[config.mk]
export PLATFORM = sky130hd
export DESIGN_NAME = mem_bus_arbiter
export DESIGN_NICKNAME = d
export VERILOG_FILES = /design/src/rtl/mem_bus_arbiter.sv
export SDC_FILE = /design/constraint.sdc
export NUM_CORES = 1
export LEC_CHECK = 0
export CORE_UTILIZATION = 25
export DETAILED_ROUTE_END_ITERATION = 8
export DONT_BUFFER_PORTS = 1
export PLACE_DENSITY = 0.44
export REMOVE_ABC_BUFFERS = 1
export SLEW_MARGIN = 20
export SYNTH_ARGS = -nofsm -noshare
export SYNTH_HDL_FRONTEND = slang
export SYNTH_SLANG_ARGS = --single-unit
[constraint.sdc]
create_clock -name cpu_clk_75M -period 2.9 [get_ports cpu_clk_75M]
set_input_delay 0.29 -clock cpu_clk_75M [delete_from_list [all_inputs] [get_ports cpu_clk_75M]]
set_output_delay 0.29 -clock cpu_clk_75M [all_outputs]
set_load 0.01 [all_outputs]
[src/rtl/mem_bus_arbiter.sv]
// Arbitrates the shared memory bus between fetch (IF) and data (MEM), data first; ready pulses 1 cycle after bus_ack.
// Requesters stall on stop_from_* while their access is outstanding. Optional ack watchdog: ARB_BUS_TIMEOUT_EN.
module mem_bus_arbiter #(
  parameter int TIMEOUT_CYC = 255
) (
  input  logic        cpu_clk_75M,
  input  logic        cpu_rst_n,
  input  logic        if_req,
  input  logic [31:0] if_addr,
  output logic [31:0] if_rdata,
  output logic        if_ready,
  output logic        stop_from_if,
  input  logic        mem_req,
  input  logic        mem_we,
  input  logic [3:0]  mem_be,
  input  logic [31:0] mem_addr,
  input  logic [31:0] mem_wdata,
  output logic [31:0] mem_rdata,
  output logic        mem_ready,
  output logic        stop_from_mem,
  input  logic        flush_i,
  output logic        bus_req,
  output logic        bus_we,
  output logic [3:0]  bus_be,
  output logic [31:0] bus_addr,
  output logic [31:0] bus_wdata,
  input  logic        bus_ack,
  input  logic [31:0] bus_rdata,
  output logic        bus_err
);

  localparam logic [1:0] IDLE  = 2'd0;
  localparam logic [1:0] BUS_I = 2'd1;
  localparam logic [1:0] BUS_D = 2'd2;
  localparam logic [1:0] RESP  = 2'd3;

  logic [1:0] state;
  logic       gnt_d;
  logic       drop;
  logic       wd_hit;

`ifdef ARB_BUS_TIMEOUT_EN
  logic [7:0] wd_cnt;
  logic       tmo;

  assign wd_hit = (wd_cnt == 8'(TIMEOUT_CYC - 1));

  always_ff @(posedge cpu_clk_75M or negedge cpu_rst_n) begin
    if (!cpu_rst_n) begin
      wd_cnt <= 8'd0;
      tmo    <= 1'b0;
    end else begin
      case (state)
        BUS_I, BUS_D: begin
          if (!bus_ack) wd_cnt <= wd_cnt + 8'd1;
          tmo <= ~bus_ack & wd_hit;
        end
        RESP: ;
        default: begin
          wd_cnt <= 8'd0;
          tmo    <= 1'b0;
        end
      endcase
    end
  end

  assign bus_err = (state == RESP) & tmo;
`else
  logic [7:0] unused_timeout_cyc;

  assign unused_timeout_cyc = 8'(TIMEOUT_CYC);
  assign wd_hit  = 1'b0;
  assign bus_err = 1'b0;
`endif

  always_ff @(posedge cpu_clk_75M or negedge cpu_rst_n) begin
    if (!cpu_rst_n) begin
      state     <= IDLE;
      gnt_d     <= 1'b0;
      drop      <= 1'b0;
      bus_req   <= 1'b0;
      bus_we    <= 1'b0;
      bus_be    <= 4'h0;
      bus_addr  <= 32'h0;
      bus_wdata <= 32'h0;
      if_rdata  <= 32'h0;
      mem_rdata <= 32'h0;
    end else begin
      case (state)
        IDLE: begin
          if (mem_req) begin
            state     <= BUS_D;
            gnt_d     <= 1'b1;
            bus_req   <= 1'b1;
            bus_we    <= mem_we;
            bus_be    <= mem_be;
            bus_addr  <= mem_addr;
            bus_wdata <= mem_wdata;
          end else if (if_req & ~flush_i) begin
            state    <= BUS_I;
            gnt_d    <= 1'b0;
            bus_req  <= 1'b1;
            bus_we   <= 1'b0;
            bus_be   <= 4'hF;
            bus_addr <= if_addr;
          end
        end
        BUS_I, BUS_D: begin
          // A flushed fetch still finishes on the bus; only its ready pulse is dropped.
          if (state == BUS_I && flush_i) drop <= 1'b1;
          if (bus_ack) begin
            bus_req <= 1'b0;
            state   <= RESP;
            if (gnt_d) mem_rdata <= bus_rdata;
            else       if_rdata  <= bus_rdata;
          end else if (wd_hit) begin
            bus_req <= 1'b0;
            state   <= RESP;
            if (gnt_d) mem_rdata <= 32'h0;
            else       if_rdata  <= 32'h0;
          end
        end
        default: begin
          drop  <= 1'b0;
          state <= IDLE;
        end
      endcase
    end
  end

  assign if_ready      = (state == RESP) & ~gnt_d & ~drop & ~flush_i;
  assign mem_ready     = (state == RESP) & gnt_d;
  assign stop_from_if  = if_req & ~if_ready;
  assign stop_from_mem = mem_req & ~mem_ready;

endmodule
* Yosys cells after proc, flatten, opt, wreduce, memory -nomap -nowiden
Index checks and enable logic that the tools add are counted.
** Storage, ports and cells
- Bits of input ports :: 139
- Logic and storage cells :: 58
- Bits in registers :: 138
- Output and inout port bits :: 139
** Operators by class
- Equal/unequal tests :: 6
- Bitwise gates (word level) :: 13
- Reduce and logical (&&, ||, !) cells :: 12
- Muxes and demuxes :: 17
** Operators by type and width (number)
- 2-to-1 mux 32 bit :: 2
- AND reduction 3 bit :: 3
- 2-to-1 mux 4 bit :: 2
- AND reduction 2 bit :: 4
- bitwise AND 1 bit :: 7
- 2-to-1 mux 1 bit :: 7
- 2-to-1 mux 2 bit :: 3
- inverter 1 bit :: 6
- == test 2 bit, second input constant :: 2
- inequality test 2 bit, second input constant :: 2
- one-hot mux 1 bit (2 select lines) :: 2
- one-hot mux 2 bit (2 select lines) :: 1
- nonzero test 2 bit :: 2
- inequality test 3 bit, second input constant :: 1
- == test 2 x 1 -> 1 bit, second input constant :: 1
- logical NOT 2 bit :: 1
- OR reduction 2 bit :: 1
- logical AND 1 bit :: 1

* Longest topological paths before layout
Gate-level depths: netlist (run 1).
- Depth after elaboration :: 6
- Gate-level depth with buffers :: 7
- Mapped depth without buffers :: 5

* Worst setup path before layout (run 1)
OpenSTA, ideal clock, no wires.
- Kind :: reg-to-reg
- From :: reg state[0]
- To :: reg if_rdata[10]
- Setup time :: 125 ps
- Setup slack :: 1275 ps
- Stages on the path, launching flop included :: 6
- Data required time :: 2775 ps
- Clock period less this slack :: 1625 ps
- Path buffers :: 1
- Arrival time :: 1501 ps
- Cell sequence :: dfrtp_1 inv_1 ha_1 nand3b_1 buf_2 mux2_2
** Between the ends
- Cells in the longest elaborated chain, start to end :: 3
- Elaborated cells between the ends (all ways) :: 4
- Those cells by class :: eq/ne: 2; reduce/logical: 2
** Ends and longest elaborated chain
- start, declared :: line 37 : logic [1:0] state;
- start signal, assigned :: line 78 : state <= IDLE;
- start signal, assigned :: line 92 : state <= BUS_D;
- start signal, assigned :: line 100 : state <= BUS_I;
- == test 2 x 1 -> 1 bit or == test 2 bit (tied branches) :: line 89 : case (state)
- OR reduction 2 bit (*) :: line 89
- AND reduction 3 bit (no line) (*)
- end signal, assigned :: line 115 : else if_rdata <= bus_rdata;
- end, declared :: line 10 : output logic [31:0] if_rdata,
Mark *: on every way between the ends. The rest lies on a longest branch, timed or not.
A chain may end at the register's enable or synchronous reset.

* Worst setup path in the final report (run 1)
- From :: reg state[0]
- To :: reg bus_addr[2]
** Between the ends
- Cells in the longest elaborated chain, start to end :: 2
** Ends and longest elaborated chain
- logical NOT 2 bit :: line 89
- AND reduction 2 bit (no line)
- end signal, assigned :: line 97 : bus_addr <= mem_addr;
- end signal, assigned :: line 105 : bus_addr <= if_addr;
- end, declared :: line 25 : output logic [31:0] bus_addr,
No other way between the ends.

==> flow_summary.ini, run 1 <==
[worst_setup_path]
register_to_register_setup_slack_ps = 850
reg2reg_to = bus_addr[2]
r2r_cells = 5
critical_path_endpoint_category = flop
cp_data_arrival_time_ps = 2330
worstPathRequired_ps = 3190
r2r_start = state[0]
critical_path_class = reg -> reg
setup.worst_path.start_class = flop
cp-startpoint = state[0]
crit_end = bus_addr[2]
crit_fanout = 20

[global_route]
global_route.overflow_total = 0
initial_antenna_violation_count = 1
grt.total_usage = 0.106
grt_pass1_wl_um = 18900
number_of_global_route_vias_before_repair = 3302
maximum_number_of_pins_on_one_net_before_global_route_repair = 139

[floorplan]
dieArea_um2 = 23500
floorplan.core_area_um2 = 22600
floorplan.initialDensity = 0.254
fp.dieH_um = 153
die_width_um = 153
num_rows = 55
i_o_pins = 278

[clock_network]
hold_fix_buffer_count_after_cts = 2
clockBufferDepth = 2
tritoncts_num_sinks = 138
post_cts_resize_count = 0
cts_root_buf = sky130_fd_sc_hd__clkbuf_16
clock_insertion_delay_worst_skew_ps = 410
tritoncts = done
tritoncts.num_buffers = 17
path_clk_slew_ps = 60
htreeDepth = 4
post-cts-setup-buffers = 0

[cells_and_area]
final_area_um2 = 6790
area.growth.synth_to_final_pct = 18.6
final_cells = 672
drive_above_1_share = 0.516
design.final.nets = 517

[outcome]
violations = hold timing
run_status = complete, but fails checks

[logic_synthesis]
netlist_instances = 356
synth_async_sr_flop_share = 1.00
synth_warnings = 0
syn_area_um2 = 5730
synth.distinct_cells = 26
synthesized_area_per_cell_um2 = 16.1
yosys_register_bits = 138
number_of_synthesized_flops_with_an_enable_pin = 0
synth_top_flop_cell = sky130_fd_sc_hd__dfrtp_1
share_of_the_yosys_chip_area_belonging_to_registers = 0.603

[timing]
setup_repair_after_global_routing_missed_its_margin = no
finalHoldWorstSlack_ps = -424
tightestPinTransition_ps = 850
clock.fmax_mhz = 489
setup_slack_ps = 855
worst_clock_skew_ps = 10.1
setup_viol = 0
sum_of_negative_setup_slack_ps = 0
timing.final.crit_period_ps = 2050
report.final.slew_viol_count = 0
final-hold-violation-count = 138
fin_crit_sh = 0.705
max-slew-margin-rel = 0.431

[routing]
post_detailed_route_count_of_antenna_violating_nets = 0
drc = 0
vias_per_cell = 4.49
routed_wl_um = 12300
detail_route.first_pass.iterations = 4
wl_per_cell_um = 18.3
detail_route.iter0.violations = 150
route.vias.total = 3020

[place]
dp_worst_setup_slack_ps = 848
hpwl_um = 8410
port-buffer-count = 0
finalWeightedCongestion = 0.688
placed_cells_incl_taps = 626
placedInstanceArea_um2 = 5990

[power_and_ir_drop]
cellLeakagePower_nw = 2.86
power.density_cell_area_nw_per_um2 = 1250
worst_voltage_drop_across_the_vdd_grid_uv = 399

[run]
max_cap_viol_count = 0

[worst_hold_path]
min-delay-path-class = in -> async
## state kept, by name (all words and copies together), names as in the netlist
register and cells:
gnt_d 1, bus_wdata 32, bus_be 4, drop 1, bus_req 1, bus_we 1
bus_addr 32, if_rdata 32, mem_rdata 32, state 2
## layout by cell type, fill, tap and decap left out, types with 2 or more instances in the layout
master	n
sky130_fd_sc_hd__a21oi_1	3
sky130_fd_sc_hd__buf_4	3
sky130_fd_sc_hd__bufinv_16	6
sky130_fd_sc_hd__clkbuf_1	3
sky130_fd_sc_hd__clkbuf_16	17
sky130_fd_sc_hd__clkinvlp_4	2
sky130_fd_sc_hd__dfrtp_1	138
sky130_fd_sc_hd__dlygate4sd3_1	14
sky130_fd_sc_hd__ha_1	4
sky130_fd_sc_hd__inv_1	4
sky130_fd_sc_hd__mux2_2	149
sky130_fd_sc_hd__mux2_4	14
sky130_fd_sc_hd__nand2_1	2
sky130_fd_sc_hd__nand2b_1	2
sky130_fd_sc_hd__nand3_1	2
sky130_fd_sc_hd__nor2b_1	2
sky130_fd_sc_hd__o22a_1	5
## worst max-delay path, stage by stage, from the launching register on
cell and delay, ps:
sky130_fd_sc_hd__dfrtp_1 410, sky130_fd_sc_hd__inv_1 90, sky130_fd_sc_hd__ha_1 290, sky130_fd_sc_hd__o21a_2 510, sky130_fd_sc_hd__buf_12 250, sky130_fd_sc_hd__mux2_2 350
## Yosys cell counts (2+ instances only)
master / n / share of area
sky130_fd_sc_hd__a21oi_1: 3 / 0.0026
sky130_fd_sc_hd__buf_2: 12 / 0.010
sky130_fd_sc_hd__buf_4: 2 / 0.0026
sky130_fd_sc_hd__buf_6: 5 / 0.0098
sky130_fd_sc_hd__dfrtp_1: 138 / 0.60
sky130_fd_sc_hd__ha_1: 4 / 0.0087
sky130_fd_sc_hd__inv_1: 4 / 0.0026
sky130_fd_sc_hd__mux2_2: 149 / 0.29
sky130_fd_sc_hd__mux2_4: 14 / 0.037
sky130_fd_sc_hd__nand2_1: 2 / 0.0013
sky130_fd_sc_hd__nand2b_1: 2 / 0.0022
sky130_fd_sc_hd__nand3_1: 2 / 0.0017
sky130_fd_sc_hd__nor2b_1: 2 / 0.0022
sky130_fd_sc_hd__o22a_1: 5 / 0.0076
## layout make-up
cell class	instances	area, µm²
Fill cell	2225	15800
Clock inverter	11	218
Sequential cell	138	3450
Inverter	4	15.0
Clock buffer	20	437
Tap cell	285	357
Antenna cell	1	2.50
Multi-Input combinational cell	195	2130
Timing Repair Buffer	18	183
## per-stage QoR
| step | hold slack [ps] | util | total power [W] |
|---|---|---|---|
| floorplan | -5.59 | - | 0.00557 |
| global placement | -2.63 | 0.266 | 0.00608 |
| detailed placement | -3.76 | 0.266 | 0.00614 |
| CTS | -454 | 0.295 | 0.00864 |
| global route | -461 | 0.301 | 0.00900 |
| finish | -424 | 0.301 | 0.00849 |
## power breakdown
group / switching [W] / leakage, nW / internal (W)
Clock: 0.000816 / 0.311 / 0.00161
Combinational: 0.000696 / 0.923 / 0.00127
Sequential: 0.00117 / 1.63 / 0.00293
Total: 0.00268 / 2.86 / 0.00581
## metal layers
metal  GRT usage  share of wire  vias to the layer above
li1            -              -                     1302
met2       0.193           0.55                      142
met5           0              0                        -
met4      0.0414          0.014                        0
met3      0.0445          0.077                       10
met1       0.107           0.36                     1566
## how the worst min path moves through the flow
stage	start	to	slack, ps	cells after the start
global placement	cpu_rst_n	mem_rdata[30]	-3	0
detailed placement	cpu_rst_n	if_rdata[30]	-4	0
global route	cpu_rst_n	if_rdata[30]	-460	0
floorplan	cpu_rst_n	bus_addr[0]	-6	0
CTS	cpu_rst_n	if_rdata[23]	-450	0
finish	cpu_rst_n	if_rdata[30]	-420	0
## cell families (layout without fill, tap and decap cells)
kind of cell / Yosys count / in the layout / synth area share
AO/OA/AOI/OAI: 13 / 13 / 0.0170
adder cells (fa/ha/maj): 4 / 4 / 0.00874
buffers and inverters: 23 / 53 / 0.0256
flip-flops: 138 / 138 / 0.603
multiplexers: 163 / 163 / 0.330
other: 1 / 2 / 0.000655
AND/OR/NAND/NOR: 14 / 14 / 0.0151
No activity file was read; power rests on OpenSTA's default activity.
==> run 2, diff against run 1 <==
ABC_AREA = 1   (was unset)
PLACE_DENSITY = 0.46   (was 0.44)
clock period = 1.8 ns   (was 2.9 ns; I/O delays follow)
==> flow_summary.ini, run 2 <==
[outcome]
run_status = complete, but fails checks
violations = hold timing

[clock_network]
tritoncts_num_sinks = 138
tritoncts = done
clock_insertion_delay_worst_skew_ps = 410
clockBufferDepth = 2
htreeDepth = 4
hold_fix_buffer_count_after_cts = 129
path_clk_slew_ps = 60
tritoncts.num_buffers = 17
cts_root_buf = sky130_fd_sc_hd__clkbuf_16

[timing]
setup_repair_after_global_routing_missed_its_margin = no
fin_crit_sh = 0.919
clock.fmax_mhz = 604
setup_slack_ps = 145
worst_clock_skew_ps = 8.76
final-hold-violation-count = 138
tightestPinTransition_ps = 617
max-slew-margin-rel = 0.588
sum_of_negative_setup_slack_ps = 0
timing.final.crit_period_ps = 1650
finalHoldWorstSlack_ps = -535
setup_viol = 0
report.final.slew_viol_count = 0

[power_and_ir_drop]
switching_power_w = 0.00519
power.density_cell_area_nw_per_um2 = 1660
comb_power_share = 0.243
switching_share = 0.389
worst_voltage_drop_across_the_vdd_grid_uv = 520
sequentialPowerShare = 0.481
share_clk_of_total_power = 0.277
internal_power_w = 0.00814
cellLeakagePower_nw = 4.09

[run]
max_cap_viol_count = 0

[cells_and_area]
final_cell_mix = 341 x sky130_fd_sc_hd__nand2_1, 138 x sky130_fd_sc_hd__dfrtp_1, 128 x sky130_fd_sc_hd__dlygate4sd3_1
drive_above_1_share = 0.0592
area.growth.synth_to_final_pct = 38.5
layout_commonest_cell = sky130_fd_sc_hd__nand2_1
final_area_um2 = 8000
antenna-diode-count = 0
design.final.nets = 958

[worst_setup_path]
register_to_register_setup_slack_ps = 160
critical_path_class = reg -> out
worstPathRequired_ps = 1620
critical_path_endpoint_category = primary output
cp_data_arrival_time_ps = 1470
crit_fanout = 4
setup.worst_path.start_class = flop

[floorplan]
die_width_um = 154
fp.dieH_um = 154
i_o_pins = 278
num_rows = 55
dieArea_um2 = 23700
floorplan.core_area_um2 = 22600
floorplan.initialDensity = 0.255

[global_route]
grt.busiest_layer = met2
grt_pass1_wl_um = 26300
global_route.overflow_total = 0
grt.total_usage = 0.143
met3_usage_in_global_routing = 0.0643
maximum_number_of_pins_on_one_net_before_global_route_repair = 139
number_of_global_route_vias_before_repair = 4871
met1_usage = 0.173
global_route_track_usage_on_met2 = 0.223
initial_antenna_violation_count = 0

[logic_synthesis]
share_of_the_yosys_chip_area_belonging_to_registers = 0.597
number_of_synthesized_flops_with_an_enable_pin = 0
synth_async_sr_flop_share = 1.00
synth.most_common_cell = sky130_fd_sc_hd__nand2_1
synthesized_area_per_cell_um2 = 8.33
synth_warnings = 0
synthTopCellsByArea = sky130_fd_sc_hd__dfrtp_1 60%, sky130_fd_sc_hd__nand2_1 22%, sky130_fd_sc_hd__o21ai_0 5.8%
ys_top_cells_by_count = 342 x sky130_fd_sc_hd__nand2_1, 138 x sky130_fd_sc_hd__dfrtp_1, 67 x sky130_fd_sc_hd__o21ai_0
yosys_register_bits = 138
synth_top_flop_cell = sky130_fd_sc_hd__dfrtp_1
netlist_instances = 694
post-synth-top-area-fraction = 0.597
syn_area_um2 = 5780
post-synth-top-area-cell = sky130_fd_sc_hd__dfrtp_1
synth.distinct_cells = 18

[routing]
detail_route.iter0.violations = 199
drc = 0
routed_wl_um = 17000
post_detailed_route_count_of_antenna_violating_nets = 0
detail_route.first_pass.iterations = 4
wl_per_cell_um = 15.3
vias_per_cell = 4.40
route.vias.total = 4893

[place]
finalWeightedCongestion = 0.739
placedInstanceArea_um2 = 6060
port-buffer-count = 0
dp_worst_setup_slack_ps = 170
hpwl_um = 10400

[worst_hold_path]
min-delay-path-class = in -> async
run 2: cell families after synthesis:
| group | Yosys count | share of synthesized area |
|---|---|---|
| AO/OA/AOI/OAI | 71 | 0.0619 |
| AND/OR/NAND/NOR | 397 | 0.267 |
| buffers and inverters | 83 | 0.0643 |
| other | 1 | 0.000649 |
| flip-flops | 138 | 0.597 |
| adder cells (fa/ha/maj) | 4 | 0.00866 |
run 2: power groups by stage:
stage               Sequential [W]  Clock (W)  Combinational, W
floorplan                  0.00599          0           0.00214
global placement           0.00648          0           0.00291
detailed placement         0.00645          0           0.00301
CTS                        0.00643    0.00382           0.00326
global route               0.00661    0.00395           0.00378
finish                     0.00640    0.00369           0.00323
run 2: routing by layer:
layer | part of all wire | wire length, µm
met1 | 0.44 | 7530
met2 | 0.44 | 7490
met3 | 0.098 | 1670
met5 | 0 | 0
met4 | 0.020 | 338
run 2: cell type report:
type,count,area (µm²)
Inverter,45,169
Timing Repair Buffer,140,1430
Multi-Input combinational cell,473,1970
Clock buffer,20,457
Clock inverter,12,164
Fill cell,2303,14600
Tap cell,285,357
Sequential cell,138,3450
run 2: final timing paths:
check | startpoint | end | cells after the start
setup reg to reg | state[0] | bus_addr[22] | 8
min in group cpu_clk_75M | if_addr[21] | bus_addr[21] | 4
hold reg to reg | drop | drop | 2
setup / recovery | state[0] | if_ready | 4
max in group asynchronous | cpu_rst_n | bus_addr[3] | 0
hold / removal | cpu_rst_n | mem_rdata[13] | 0
run 2: stage by stage:
stage          total power (W)  std cells  hold WS (ps)  utilization
2_1_floorplan          0.00813        656          -116            -
3_3_place_gp           0.00939        951          -113        0.268
3_5_place_dp           0.00946        951          -113        0.268
4_1_cts                 0.0135       1112          -566        0.353
5_1_grt                 0.0143       1113          -577        0.354
6_report                0.0133       1113          -535        0.354
run 2: timing repair:
item / CTS / global route
setup endpoints to repair: 0 / 2
endpoints found under the hold margin: 270 / 138
setup buffers: 0 / 1
gates resized for setup: 0 / 2
run 2: critical path, stage by stage (launching register included):
cell                      delay [ps]
sky130_fd_sc_hd__dfrtp_1         430
sky130_fd_sc_hd__ha_4            190
sky130_fd_sc_hd__inv_1            50
sky130_fd_sc_hd__nor4_1          220
sky130_fd_sc_hd__buf_4           170
